===== src/rtl/fl_head_ckpt.sv =====
`default_nettype none
// ============================================================================
// Module      : fl_head_ckpt
// Description : Branch checkpoint table that snapshots the free-list head on
//               each branch dispatch, retires resolved branches in order and
//               issues a one-cycle recover pulse carrying the saved head on a
//               mispredict.
// Revision    : 1.0 - initial release
// ============================================================================
module fl_head_ckpt #(
    parameter int DEPTH  = 4,
    parameter int TAG_W  = 2,
    parameter int HEAD_W = 5
) (
    input  logic              clk,
    input  logic              rst,
    input  logic              br_dispatch_en_i,
    input  logic [HEAD_W-1:0] fl_head_i,
    input  logic              br_resolve_en_i,
    input  logic [TAG_W-1:0]  br_tag_i,
    input  logic              br_mispredict_i,
    output logic              ckpt_ack_o,
    output logic [TAG_W-1:0]  br_tag_o,
    output logic              full_o,
    output logic [TAG_W:0]    cnt_o,
    output logic              rc_en_o,
    output logic [HEAD_W-1:0] rc_head_o
);

    localparam logic [TAG_W:0] c_DEPTH_CNT = DEPTH[TAG_W:0];

    logic [HEAD_W-1:0] head_q [DEPTH];
    logic [DEPTH-1:0]  valid_q, valid_d;
    logic [DEPTH-1:0]  resolved_q, resolved_d;
    logic [TAG_W-1:0]  oldest_q, oldest_d;
    logic [TAG_W-1:0]  tail_q, tail_d;
    logic [TAG_W:0]    cnt_q, cnt_d;
    logic              rc_en_q;
    logic [HEAD_W-1:0] rc_head_q;

    logic              w_mis_req;
    logic              w_mis_ok;
    logic              w_cor_ok;
    logic              w_free;
    logic              w_ack;
    logic [TAG_W-1:0]  w_dist;
    logic [TAG_W:0]    w_young;

    // A mispredict request blocks dispatch even if its tag turns out invalid;
    // the acknowledge is kept simple and the requester simply retries.
    assign w_mis_req = br_resolve_en_i & br_mispredict_i;
    assign w_mis_ok  = w_mis_req & valid_q[br_tag_i];
    assign w_cor_ok  = br_resolve_en_i & ~br_mispredict_i & valid_q[br_tag_i];
    // The oldest entry is not freed when the mispredict itself flushes it.
    assign w_free    = valid_q[oldest_q] & resolved_q[oldest_q]
                       & ~(w_mis_ok & (br_tag_i == oldest_q));
    assign w_ack     = br_dispatch_en_i & ~full_o & ~w_mis_req & ~rc_en_q;
    // Distance of the mispredicted tag from the oldest entry, and the number
    // of entries from that tag up to the youngest (the ones to flush).
    assign w_dist    = br_tag_i - oldest_q;
    assign w_young   = cnt_q - {1'b0, w_dist};

    assign ckpt_ack_o = w_ack;
    assign br_tag_o   = tail_q;
    assign full_o     = (cnt_q == c_DEPTH_CNT);
    assign cnt_o      = cnt_q;
    assign rc_en_o    = rc_en_q;
    assign rc_head_o  = rc_head_q;

    // Next-state computation for occupancy bits, pointers and count.
    always_comb begin : p_next
        logic [TAG_W-1:0] off;
        off        = '0;
        valid_d    = valid_q;
        resolved_d = resolved_q;
        oldest_d   = oldest_q;
        tail_d     = tail_q;
        cnt_d      = cnt_q;

        if (w_free) begin
            valid_d[oldest_q]    = 1'b0;
            resolved_d[oldest_q] = 1'b0;
            oldest_d             = oldest_q + 1'b1;
        end

        if (w_cor_ok) begin
            resolved_d[br_tag_i] = 1'b1;
        end

        if (w_ack) begin
            valid_d[tail_q]    = 1'b1;
            resolved_d[tail_q] = 1'b0;
            tail_d             = tail_q + 1'b1;
        end

        if (w_mis_ok) begin
            // Flush every entry whose circular offset from the tag is within
            // the younger span; this also covers the full case (tail==tag).
            for (int i = 0; i < DEPTH; i++) begin
                off = TAG_W'(i) - br_tag_i;
                if ({1'b0, off} < w_young) begin
                    valid_d[i]    = 1'b0;
                    resolved_d[i] = 1'b0;
                end
            end
            tail_d = br_tag_i;
            cnt_d  = {1'b0, w_dist} - {{TAG_W{1'b0}}, w_free};
        end else if (w_ack && !w_free) begin
            cnt_d = cnt_q + 1'b1;
        end else if (!w_ack && w_free) begin
            cnt_d = cnt_q - 1'b1;
        end
    end

    // Control state and recover outputs; reset wins over everything.
    always_ff @(posedge clk) begin
        if (!rst) begin
            valid_q    <= '0;
            resolved_q <= '0;
            oldest_q   <= '0;
            tail_q     <= '0;
            cnt_q      <= '0;
            rc_en_q    <= 1'b0;
            rc_head_q  <= '0;
        end else begin
            valid_q    <= valid_d;
            resolved_q <= resolved_d;
            oldest_q   <= oldest_d;
            tail_q     <= tail_d;
            cnt_q      <= cnt_d;
            rc_en_q    <= w_mis_ok;
            if (w_mis_ok) begin
                rc_head_q <= head_q[br_tag_i];
            end
        end
    end

    // Head snapshot storage, written on allocation and never reset.
    always_ff @(posedge clk) begin
        if (w_ack) begin
            head_q[tail_q] <= fl_head_i;
        end
    end

endmodule
`default_nettype wire


===== config.mk =====
export PLATFORM = sky130hd
export DESIGN_NAME = fl_head_ckpt
export DESIGN_NICKNAME = d
export VERILOG_FILES = /design/src/rtl/fl_head_ckpt.sv
export SDC_FILE = /design/constraint.sdc
export NUM_CORES = 1
export LEC_CHECK = 0
export ABC_AREA = 1
export BUFFER_PORTS_ARGS = -buffer_cell sky130_fd_sc_hd__buf_2
export CAP_MARGIN = 10
export CORE_ASPECT_RATIO = 0.6
export CORE_MARGIN = 3
export CORE_UTILIZATION = 50
export DETAILED_ROUTE_END_ITERATION = 10
export GPL_TIMING_DRIVEN = 0
export PLACE_DENSITY = 0.82
export REMOVE_ABC_BUFFERS = 1
export SYNTH_ARGS = -nofsm -noshare
export SYNTH_HDL_FRONTEND = slang
export SYNTH_SLANG_ARGS = --single-unit

===== constraint.sdc =====
create_clock -name clk -period 3.1 [get_ports clk]
set_input_delay 0.155 -clock clk [delete_from_list [all_inputs] [get_ports clk]]
set_output_delay 0.155 -clock clk [all_outputs]
set_load 0.01 [all_outputs]

==> results of run 1 <==
## how the worst max path moves through the flow
| stage | startpoint | to | slack, ns | cells after the start |
|---|---|---|---|---|
| after global placement | br_tag_i[0] | resolved_q[2]$_SDFF_PN0_ | 0.33 | 13 |
| after global routing | oldest_q[1]$_SDFFE_PN0N_ | resolved_q[2]$_SDFF_PN0_ | 0.30 | 13 |
| final | oldest_q[1]$_SDFFE_PN0N_ | resolved_q[2]$_SDFF_PN0_ | 0.45 | 13 |
| after CTS | oldest_q[1]$_SDFFE_PN0N_ | resolved_q[2]$_SDFF_PN0_ | 0.47 | 13 |
| after floorplan | oldest_q[1]$_SDFFE_PN0N_ | valid_q[0]$_SDFF_PN0_ | 0.88 | 12 |
| after detailed placement | br_tag_i[0] | resolved_q[2]$_SDFF_PN0_ | 0.27 | 13 |
## power by group
| group | internal, mW | total, mW | switching (mW) |
|---|---|---|---|
| Combinational | 0.141 | 0.377 | 0.236 |
| Sequential | 0.609 | 0.639 | 0.0298 |
| Clock | 0.238 | 0.419 | 0.181 |
## state kept, by name, summed over array words and instances, names as in the netlist
name,cells
valid_q,4
resolved_q,4
rc_head_o,5
oldest_q,2
cnt_o,3
br_tag_o,2
rc_en_o,1
head_q,20
## synth_stat cells, types with 5 or more instances
master	count	area, um2
inv_1	31	116.4
nand3_1	17	85.08
o21ai_0	15	75.07
edfxtp_1	20	600.6
inv_2	7	26.28
nand2_1	36	135.1
a21oi_1	20	100.1
ha_1	20	250.2
o21ai_1	11	55.05
nor2_1	25	93.84
o22ai_1	5	31.28
dfxtp_1	21	420.4
## kinds of logic after synthesis
group | after synthesis | synth area share, %
fa+ha+maj | 22 | 12.96
xor+xnor | 4 | 1.565
simple gates | 90 | 18.21
buf+inv | 44 | 8.100
flops | 41 | 45.59
compound gates | 56 | 13.58
## layer usage
metal / vias to the layer above / share of wire (%) / routed length, um / GRT usage [%]
li1: 897 / - / - / -
met1: 809 / 49 / 2390 / 29.61
met2: 67 / 43 / 2095 / 27.53
met3: 9 / 6.5 / 318 / 4.150
met4: 0 / 1.9 / 94 / 9.091
met5: - / 0 / 0 / 0
## through the flow
step / instances / util (%) / hold WS [ns] / setup slack, ns
6_report: 343 / 59.42 / 0.07484 / 0.4495
5_1_grt: 343 / 59.42 / 0.06779 / 0.2976
4_1_cts: 343 / 59.42 / 0.06568 / 0.4713
3_5_place_dp: 335 / 56.89 / 0.3790 / 0.2707
3_3_place_gp: 335 / 56.89 / 0.3705 / 0.3328
2_1_floorplan: 251 / - / 0.2539 / 0.8794
## final cells by class
cell class / instances / area [um2] / area share, %
inverter: 38 / 142.6 / 5.700
multi-input combinational: 172 / 1037 / 41.45
clock inverter: 2 / 33.78 / 1.350
tap: 60 / 75.07 / 3.000
clock buffer: 6 / 72.57 / 2.900
timing repair buffer: 24 / 120.1 / 4.800
sequential: 41 / 1021 / 40.80
## worst register-to-register path: cells and delay by family, from the launching register on
kind | cells | cell delay, ns
adder cells (fa/ha/maj) | 2 | 0.84
AND/OR/NAND/NOR | 5 | 0.54
flip-flops | 1 | 0.44
AO/OA/AOI/OAI | 3 | 0.34
buffers and inverters | 2 | 0.24
XOR/XNOR | 1 | 0.20
==> out/metrics.cfg, run 1 <==
[sta]
slew_violations=0
rsz0062_at_grt=no
fmax_mhz=377.3
worstMarginPinSlew_ns=0.5022
period_minus_slack_ns=2.651
setup_viol=0
finalCritPeriodShare_pct=85.50
slew_headroom_pct=66.39
skew_ns=0.004023
hold_violations=0
setup_tns_ns=0

[layout]
diodes=0
final_cell_mix=36 x nand2_1, 31 x inv_1, 25 x nor2_1
layout.nets=316
final_common_cell=nand2_1
fillCellCount=378
drive_gt1_share_pct=16.61
area_growth_pct=11.73
final_area_mm2=0.002502

[setup_path]
reg2reg_from=oldest_q[1]$_SDFFE_PN0N_
cpPeakStageDelay_ns=0.54
rrSetupSlack_ns=0.45
crit_chain=inv_1, nand2_1, nand2_2, xnor2_1, inv_1, fa_1, ha_1, o21ai_0, a21oi_1, nor2_1, nor2_1, nand2_1, a21oi_1
worst-path-buf-inv=2
r2r-end=resolved_q[2]$_SDFF_PN0_
crit_family=adder cells
crit_path_max_fanout=5
reg2reg_depth=13
crit_required_ns=3.33
cp_slowest_cell=fa_1
critPathCaptureType=flip-flop
crit_arrival_ns=2.88
start_kind=flip-flop
path_class=flip-flop to flip-flop

[clocking]
cts_num_sinks=41
cts_hold_buf=0
htreeDepth=2
postCtsSetupBuffers=0
clk_path_buf_depth=2
numCtsBuffers=5
cts_resized=0
cts-root-buf=clkbuf_8
clkTransAtPathRegs_ns=0.07
clock_latency_ns=0.30
cts_tree=yes

[route]
drtIter0Drc=119
firstDrtPassIters=5
antenna_left=0
wl_per_cell_um=14.28
num_vias=1782
avgViaCountPerCell=5.195
drc_errors=0
wirelength_mm=4.898

[power]
powerDensity_mw_per_mm2=573.2
total_power_mw=1.434
power.leakage_nw=1.130
peakVddDrop_uv=308.9

[yosys]
synth_cells=257
synth_ff_type=dfxtp_1
ys_ff_latch=41
async_reset_ff_share_pct=0
yosysWarnings=0
synth_cell_types=27
ys_seq_area_share_pct=45.59
synth.avg_cell_area_um2=8.715
synth_area_mm2=0.002240
synth_edf_count=20

[floorplan]
core_mm2=0.004212
start_util_pct=53.18
die_x_um=92.41
io_pins=25
die_y_um=57.84
rows=18
die_area_mm2=0.005345

[run_status]
status=finished, final reports clean

[run]
maxCapViolCount=0

[grt]
overflow=0
antenna_found_initial=0
grt_usage_pct=19.82
grt_pass1_wl_mm=7.948
grt_pass1_vias=1639
grt_max_degree=23

[placed_design]
hpwl_mm=3.537
port-buffer-count=24
place_congestion=0.8338
placed_cell_area_mm2=0.002396

[worst_hold_path]
holdPathEnd=head_q[2][1]$_DFFE_PP_
hold_path_class=primary input to flip-flop
min_path_cells=1
min_from=fl_head_i[1]

Power figures use the tool's default switching activity.
==> inputs of run 2 (changes only) <==
--- a/config.mk
+++ b/config.mk
@@ -5,15 +5,13 @@
 export SDC_FILE = /design/constraint.sdc
 export NUM_CORES = 1
 export LEC_CHECK = 0
-export ABC_AREA = 1
 export BUFFER_PORTS_ARGS = -buffer_cell sky130_fd_sc_hd__buf_2
 export CAP_MARGIN = 10
 export CORE_ASPECT_RATIO = 0.6
 export CORE_MARGIN = 3
-export CORE_UTILIZATION = 50
+export CORE_UTILIZATION = 58
 export DETAILED_ROUTE_END_ITERATION = 10
-export GPL_TIMING_DRIVEN = 0
-export PLACE_DENSITY = 0.82
+export PLACE_DENSITY = 0.91
 export REMOVE_ABC_BUFFERS = 1
 export SYNTH_ARGS = -nofsm -noshare
 export SYNTH_HDL_FRONTEND = slang
==> out/metrics.cfg, run 2 <==
[yosys]
synth.avg_cell_area_um2=11.38  ; +31%
synth_area_mm2=0.002230  ; -0.45%
synth_top_area_share_pct=26.94  ; +0.12 points
ys_seq_area_share_pct=45.79  ; +0.20 points
ys_ff_latch=41  ; unchanged
yosysWarnings=0  ; unchanged
async_reset_ff_share_pct=0  ; unchanged
synth_largest_area_cell=edfxtp_1
synth_cells=196  ; -24%
synth_ff_type=dfxtp_1
synth_cell_types=39  ; +44%
synthTopCellsByArea=edfxtp_1 27%, dfxtp_1 19%, ha_1 11%
synth_edf_count=20  ; unchanged
synth_common_cells=21 x dfxtp_1, 21 x inv_1, 20 x edfxtp_1, 20 x ha_1, 15 x nand2_1

[clocking]
clkTransAtPathRegs_ns=0.08  ; about the same
postCtsSetupBuffers=0  ; unchanged
cts_num_sinks=41  ; unchanged
clk_path_buf_depth=2  ; unchanged
cts_hold_buf=0  ; unchanged
cts_resized=0  ; unchanged
clock_latency_ns=0.29  ; about the same
numCtsBuffers=5  ; unchanged
cts_tree=yes
cts-root-buf=clkbuf_8
htreeDepth=2  ; unchanged

[setup_path]
critPathCaptureType=flip-flop
cp_slowest_cell=fa_1
crit_required_ns=3.32  ; about the same
cpPeakStageDelay_ns=0.50  ; -0.04 ns
path_common_cell=ha_1
reg2reg_from=oldest_q[0]$_SDFFE_PN0N_
crit_start=oldest_q[0]$_SDFFE_PN0N_
crit_chain=ha_1, inv_1, ha_1, fa_1, ha_1, a21oi_1, o21ai_0, nand2_1, nor3_1
crit_path_max_fanout=5  ; unchanged
path_class=flip-flop to flip-flop
start_kind=flip-flop
crit_arrival_ns=2.83  ; -0.05 ns

[route]
num_vias=1560  ; -12%
wl_per_cell_um=18.80  ; +32%
firstDrtPassIters=4  ; -1
antenna_left=0  ; unchanged
drc_errors=0  ; unchanged
wirelength_mm=5.039  ; +2.9%
drtIter0Drc=136  ; +14%
avgViaCountPerCell=5.821  ; +12%

[sta]
finalCritPeriodShare_pct=83.97  ; -1.5 points
rsz0062_at_grt=no
skew_ns=0.005851  ; +0.001828 ns
slew_headroom_pct=69.66  ; +3.3 points
setup_tns_ns=0  ; unchanged
worst_slack_ns=0.4969  ; +0.04739 ns
hold_slack_ns=0.08011  ; +0.005279 ns
slew_violations=0  ; unchanged
hold_violations=0  ; unchanged
worstMarginPinSlew_ns=0.4550  ; -0.04719 ns
fmax_mhz=384.2  ; +1.8%
period_minus_slack_ns=2.603  ; -0.04739 ns
setup_viol=0  ; unchanged

[placed_design]
place_congestion=0.9676  ; +16%
dp_slack_ns=0.5800  ; +0.3093 ns
port-buffer-count=24  ; unchanged
hpwl_mm=3.727  ; +5.4%

[grt]
met3_usage_pct=7.339  ; +3.2 points
overflow=0  ; unchanged
antenna_found_initial=0  ; unchanged
grt_pass1_wl_mm=7.976  ; +0.35%
gr-max-usage-layer=met2
grt_pass1_vias=1546  ; -5.7%
use_met2_pct=36.06  ; +8.5 points
grt_max_degree=21  ; -8.7%
grt_usage_pct=23.90  ; +4.1 points
met1_usage_pct=32.89  ; +3.3 points

[layout]
largest_register=head_q
diodes=0  ; unchanged
final_cell_mix=24 x buf_2, 21 x inv_1, 21 x dfxtp_1
multi_input_area_mm2=0.001087  ; +4.8%
regArea_mm2=0.001021  ; unchanged
drive_gt1_share_pct=21.52  ; +4.9 points
final_common_cell=buf_2
largest_register_ffs=20  ; unchanged
layout.nets=256  ; -19%
fillCellCount=250  ; -34%
area_growth_pct=11.78  ; about the same

[floorplan]
die_area_mm2=0.004649  ; -13%
core_mm2=0.003463  ; -18%
start_util_pct=64.38  ; +11 points
io_pins=25  ; unchanged
die_x_um=86.05  ; -6.9%
die_y_um=54.03  ; -6.6%
rows=16  ; -2

[run]
maxCapViolCount=0  ; unchanged

[power]
powerDensity_mw_per_mm2=513.5  ; -10%
power.leakage_nw=1.064  ; -5.8%
peakVddDrop_uv=303.8  ; -1.7%

[run_status]
status=finished, final reports clean

[worst_hold_path]
min_from=fl_head_i[3]
hold_path_class=primary input to flip-flop

[run 2: changes by cell type in the layout (fill, tap and decap cells not counted), sizes merged, moves of 6 or more]
cell   previous run  this run
nand3            19         2
a21oi            20         9
inv              38        22
nor2b             0        11
mux4              0         6
o21ai            26         9
nand2            42        15
mux2i             0        10
nor2             26         5
[run 2: cell families after synthesis]
| kind of cell | Yosys count | share of synthesized area (%) |
|---|---|---|
| buffers and inverters | 29 | 5.443 |
| flip-flops | 41 | 45.79 |
| multiplexers | 16 | 10.55 |
| adder cells (fa/ha/maj) | 22 | 13.02 |
| AO/OA/AOI/OAI | 31 | 10.16 |
| XOR/XNOR | 7 | 3.087 |
| AND/OR/NAND/NOR | 50 | 11.95 |
[run 2: path summary, 6_finish.rpt]
kind                          endpoint  slack, ns  depth (start not counted)
min             head_q[0][3]$_DFFE_PP_       0.08                          1
min reg2reg  rc_head_o[4]$_SDFFE_PN0P_       0.52                          2
max reg2reg   resolved_q[1]$_SDFF_PN0_       0.50                          9
max           resolved_q[1]$_SDFF_PN0_       0.50                          9
[run 2: critical path, delay by kind of cell, from the launching register on]
kind            cells  cell delay, ns
flops               1            0.48
fa+ha+maj           4            1.34
compound gates      2            0.31
simple gates        2            0.33
buf+inv             1            0.07
[run 2: report_power, final]
group | switching [mW] | internal [mW]
sequential | 0.0244 | 0.600
combinational | 0.129 | 0.101
clock | 0.188 | 0.237
[run 2: area by class of cell]
| type | instances | share of cell area [%] |
|---|---|---|
| clock buffer | 5 | 2.761 |
| clock inverter | 3 | 1.657 |
| inverter | 22 | 3.313 |
| multi-input combinational | 126 | 43.62 |
| sequential | 41 | 40.96 |
| tap | 45 | 2.259 |
| timing repair buffer | 26 | 5.422 |
[run 2: per-stage QoR]
step / total power, mW / utilization (%) / instances / area [um2]
2_1_floorplan: 0.7815 / - / 189 / 2191
6_report: 1.280 / 71.97 / 268 / 2492
4_1_cts: 1.281 / 71.97 / 268 / 2492
3_5_place_dp: 0.8584 / 68.79 / 260 / 2382
5_1_grt: 1.331 / 71.97 / 268 / 2492
3_3_place_gp: 0.8469 / 68.79 / 260 / 2382
[run 2: metal layers]
metal  up-vias  share of wire, %
li1        742                 -
met1       731                45
met2        71                43
met3        16               9.2
met4         0               2.7
met5         -                 0
==> inputs of run 3 (changes only) <==
--- a/config.mk
+++ b/config.mk
@@ -9,9 +9,9 @@
 export CAP_MARGIN = 10
 export CORE_ASPECT_RATIO = 0.6
 export CORE_MARGIN = 3
-export CORE_UTILIZATION = 58
+export CORE_UTILIZATION = 52
 export DETAILED_ROUTE_END_ITERATION = 10
-export PLACE_DENSITY = 0.91
+export PLACE_DENSITY = 0.87
 export REMOVE_ABC_BUFFERS = 1
 export SYNTH_ARGS = -nofsm -noshare
 export SYNTH_HDL_FRONTEND = slang
==> constraint.sdc (replaced) <==
create_clock -name clk -period 2.15 [get_ports clk]
set_input_delay 0.1075 -clock clk [delete_from_list [all_inputs] [get_ports clk]]
set_output_delay 0.1075 -clock clk [all_outputs]
set_load 0.01 [all_outputs]
==> out/metrics.cfg, run 3 (synthesis results as in run 2) <==
[power]
total_power_mw=1.947  ; +52%
powerDensity_mw_per_mm2=708.4  ; +38%
internal-power_mw=1.419  ; +51%
power_frac_clock_pct=31.2  ; -2.0 points
power_switching_uw=528.1  ; +54%
pwr-share-seq_pct=45.8  ; -3.0 points
peakVddDrop_uv=382.8  ; +26%
switching_share_pct=27.12  ; +0.41 points
power.leakage_nw=1.151  ; +8.2%
combPwrFrac_pct=23.0  ; +5.0 points

[layout]
diodes=0  ; unchanged
fin_cells=294  ; +9.7%
layout.nets=270  ; +5.5%
final_cell_mix=24 x buf_2, 20 x inv_1, 20 x edfxtp_1
drive_gt1_share_pct=35.86  ; +14 points
largest_register=head_q
largest_register_ffs=20  ; unchanged
final_common_cell=buf_2
area_growth_pct=23.29

[sta]
worst_slack_ns=-0.1378  ; -0.6347 ns
rsz0062_at_grt=yes
worstMarginPinSlew_ns=0.4301  ; -0.02497 ns
slew_violations=0  ; unchanged
period_minus_slack_ns=2.288  ; -0.3153 ns
finalCritPeriodShare_pct=106.4  ; +22 points
fmax_mhz=437.1  ; +14%
setup_viol=8  ; +8
hold_slack_ns=0.03367  ; -0.04644 ns
slew_headroom_pct=71.23  ; +1.6 points
hold_violations=0  ; unchanged
skew_ns=0.004961  ; -0.0008903 ns

[placed_design]
hpwl_mm=3.638  ; -2.4%
placed_cells=286  ; +10%
port-buffer-count=24  ; unchanged
place_congestion=0.8532  ; -12%
dp_slack_ns=-0.1751  ; -0.7551 ns

[route]
antenna_left=0  ; unchanged
drtIter0Drc=100  ; -26%
avgViaCountPerCell=5.514  ; -5.3%
wirelength_mm=5.122  ; +1.6%
wl_per_cell_um=17.42  ; -7.3%
firstDrtPassIters=4  ; unchanged
drc_errors=0  ; unchanged
num_vias=1621  ; +3.9%

[grt]
antenna_found_initial=0  ; unchanged
grt_usage_pct=20.57  ; -3.3 points
overflow=0  ; unchanged
grt_max_degree=21  ; unchanged
grt_pass1_wl_mm=8.107  ; +1.6%
grt_pass1_vias=1618  ; +4.7%

[worst_hold_path]
hold_path_class=primary input to flip-flop
min_from=fl_head_i[4]

[floorplan]
die_area_mm2=0.005135  ; +10%
die_y_um=56.72  ; +5.0%
die_x_um=90.54  ; +5.2%
core_mm2=0.003892  ; +12%
rows=17  ; +1
start_util_pct=57.28  ; -7.1 points
io_pins=25  ; unchanged

[setup_path]
crit_arrival_ns=2.45  ; -0.38 ns
crit_required_ns=2.32  ; -1.00 ns
crit_start=oldest_q[0]$_SDFFE_PN0N_
crit_path_max_fanout=4  ; -1
start_kind=flip-flop
path_class=flip-flop to flip-flop
reg2reg_from=oldest_q[0]$_SDFFE_PN0N_
critPathCaptureType=flip-flop

[clocking]
clock_latency_ns=0.29  ; about the same
htreeDepth=2  ; unchanged
numCtsBuffers=5  ; unchanged
cts_tree=yes
cts_num_sinks=41  ; unchanged
clkTransAtPathRegs_ns=0.08  ; about the same
cts_hold_buf=0  ; unchanged
clk_path_buf_depth=2  ; unchanged
cts-root-buf=clkbuf_8

[run_status]
violations=setup timing
status=complete, but fails checks

[run]
maxCapViolCount=0  ; unchanged

## run 3: cell count changes in the layout (fill, tap and decap cells not counted), moves of 3 or more
cell     previous run  this run
o21ai_0             9         6
buf_4               2        15
ha_4                0         5
ha_1               20        15
a21oi_1             9         4
a21oi_2             0         5
## run 3: final cells by class
class	count	area, um2
inverters	22	82.58
well taps	57	71.32
clock buffers	6	72.57
multi-input cells	126	1220
flip-flops and latches	41	1023
clock inverters	2	35.03
repair buffers	40	244.0
fillers	278	1144
## run 3: routing by layer
layer,vias up,GRT usage [%],share of wire [%]
li1,766,-,-
met1,792,29.60,45
met2,58,31.30,46
met3,5,4.150,7.4
met4,0,6.100,0.96
met5,-,0,0
## run 3: timing repair
action / 4_1_cts / 5_1_grt
pin swaps: 7 / 4
setup endpoints to repair: 9 / 10
buffers inserted: 0 / 0
resized for setup: 13 / 17
## run 3: worst paths after layout
| kind | end | slack, ns | cells past startpoint |
|---|---|---|---|
| worst min-delay path | head_q[3][4]$_DFFE_PP_ | 0.03 | 1 |
| worst min register to register | rc_head_o[3]$_SDFFE_PN0P_ | 0.51 | 2 |
| worst max register to register | resolved_q[0]$_SDFF_PN0_ | -0.14 | 9 |
| worst max-delay path | resolved_q[0]$_SDFF_PN0_ | -0.14 | 9 |
## run 3: power groups by stage
stage | Combinational, mW | Sequential [mW] | Clock (mW)
floorplan | 0.212 | 0.915 | 0
global placement | 0.340 | 0.907 | 0
detailed placement | 0.353 | 0.909 | 0
CTS | 0.406 | 0.891 | 0.616
global route | 0.492 | 0.898 | 0.651
finish | 0.449 | 0.891 | 0.607
## run 3: stage by stage
stage                     area, um2  utilization [%]  TNS [ns]
after global placement         2502            64.29   -0.4497
after detailed placement       2502            64.29   -0.7930
after floorplan                2191                -   -0.1355
after CTS                      2675            68.72   -0.5763
after global routing           2749            70.62    -1.373
final                          2749            70.62   -0.6695
## run 3: worst max-delay path, stage by stage (launching register included)
cell and delay [ns]:
dfxtp_2 0.34, ha_4 0.27, inv_2 0.04, ha_4 0.15, fa_2 0.67, ha_4 0.24
a21oi_2 0.13, nor2_1 0.06, o21ai_2 0.19, nor3_1 0.07
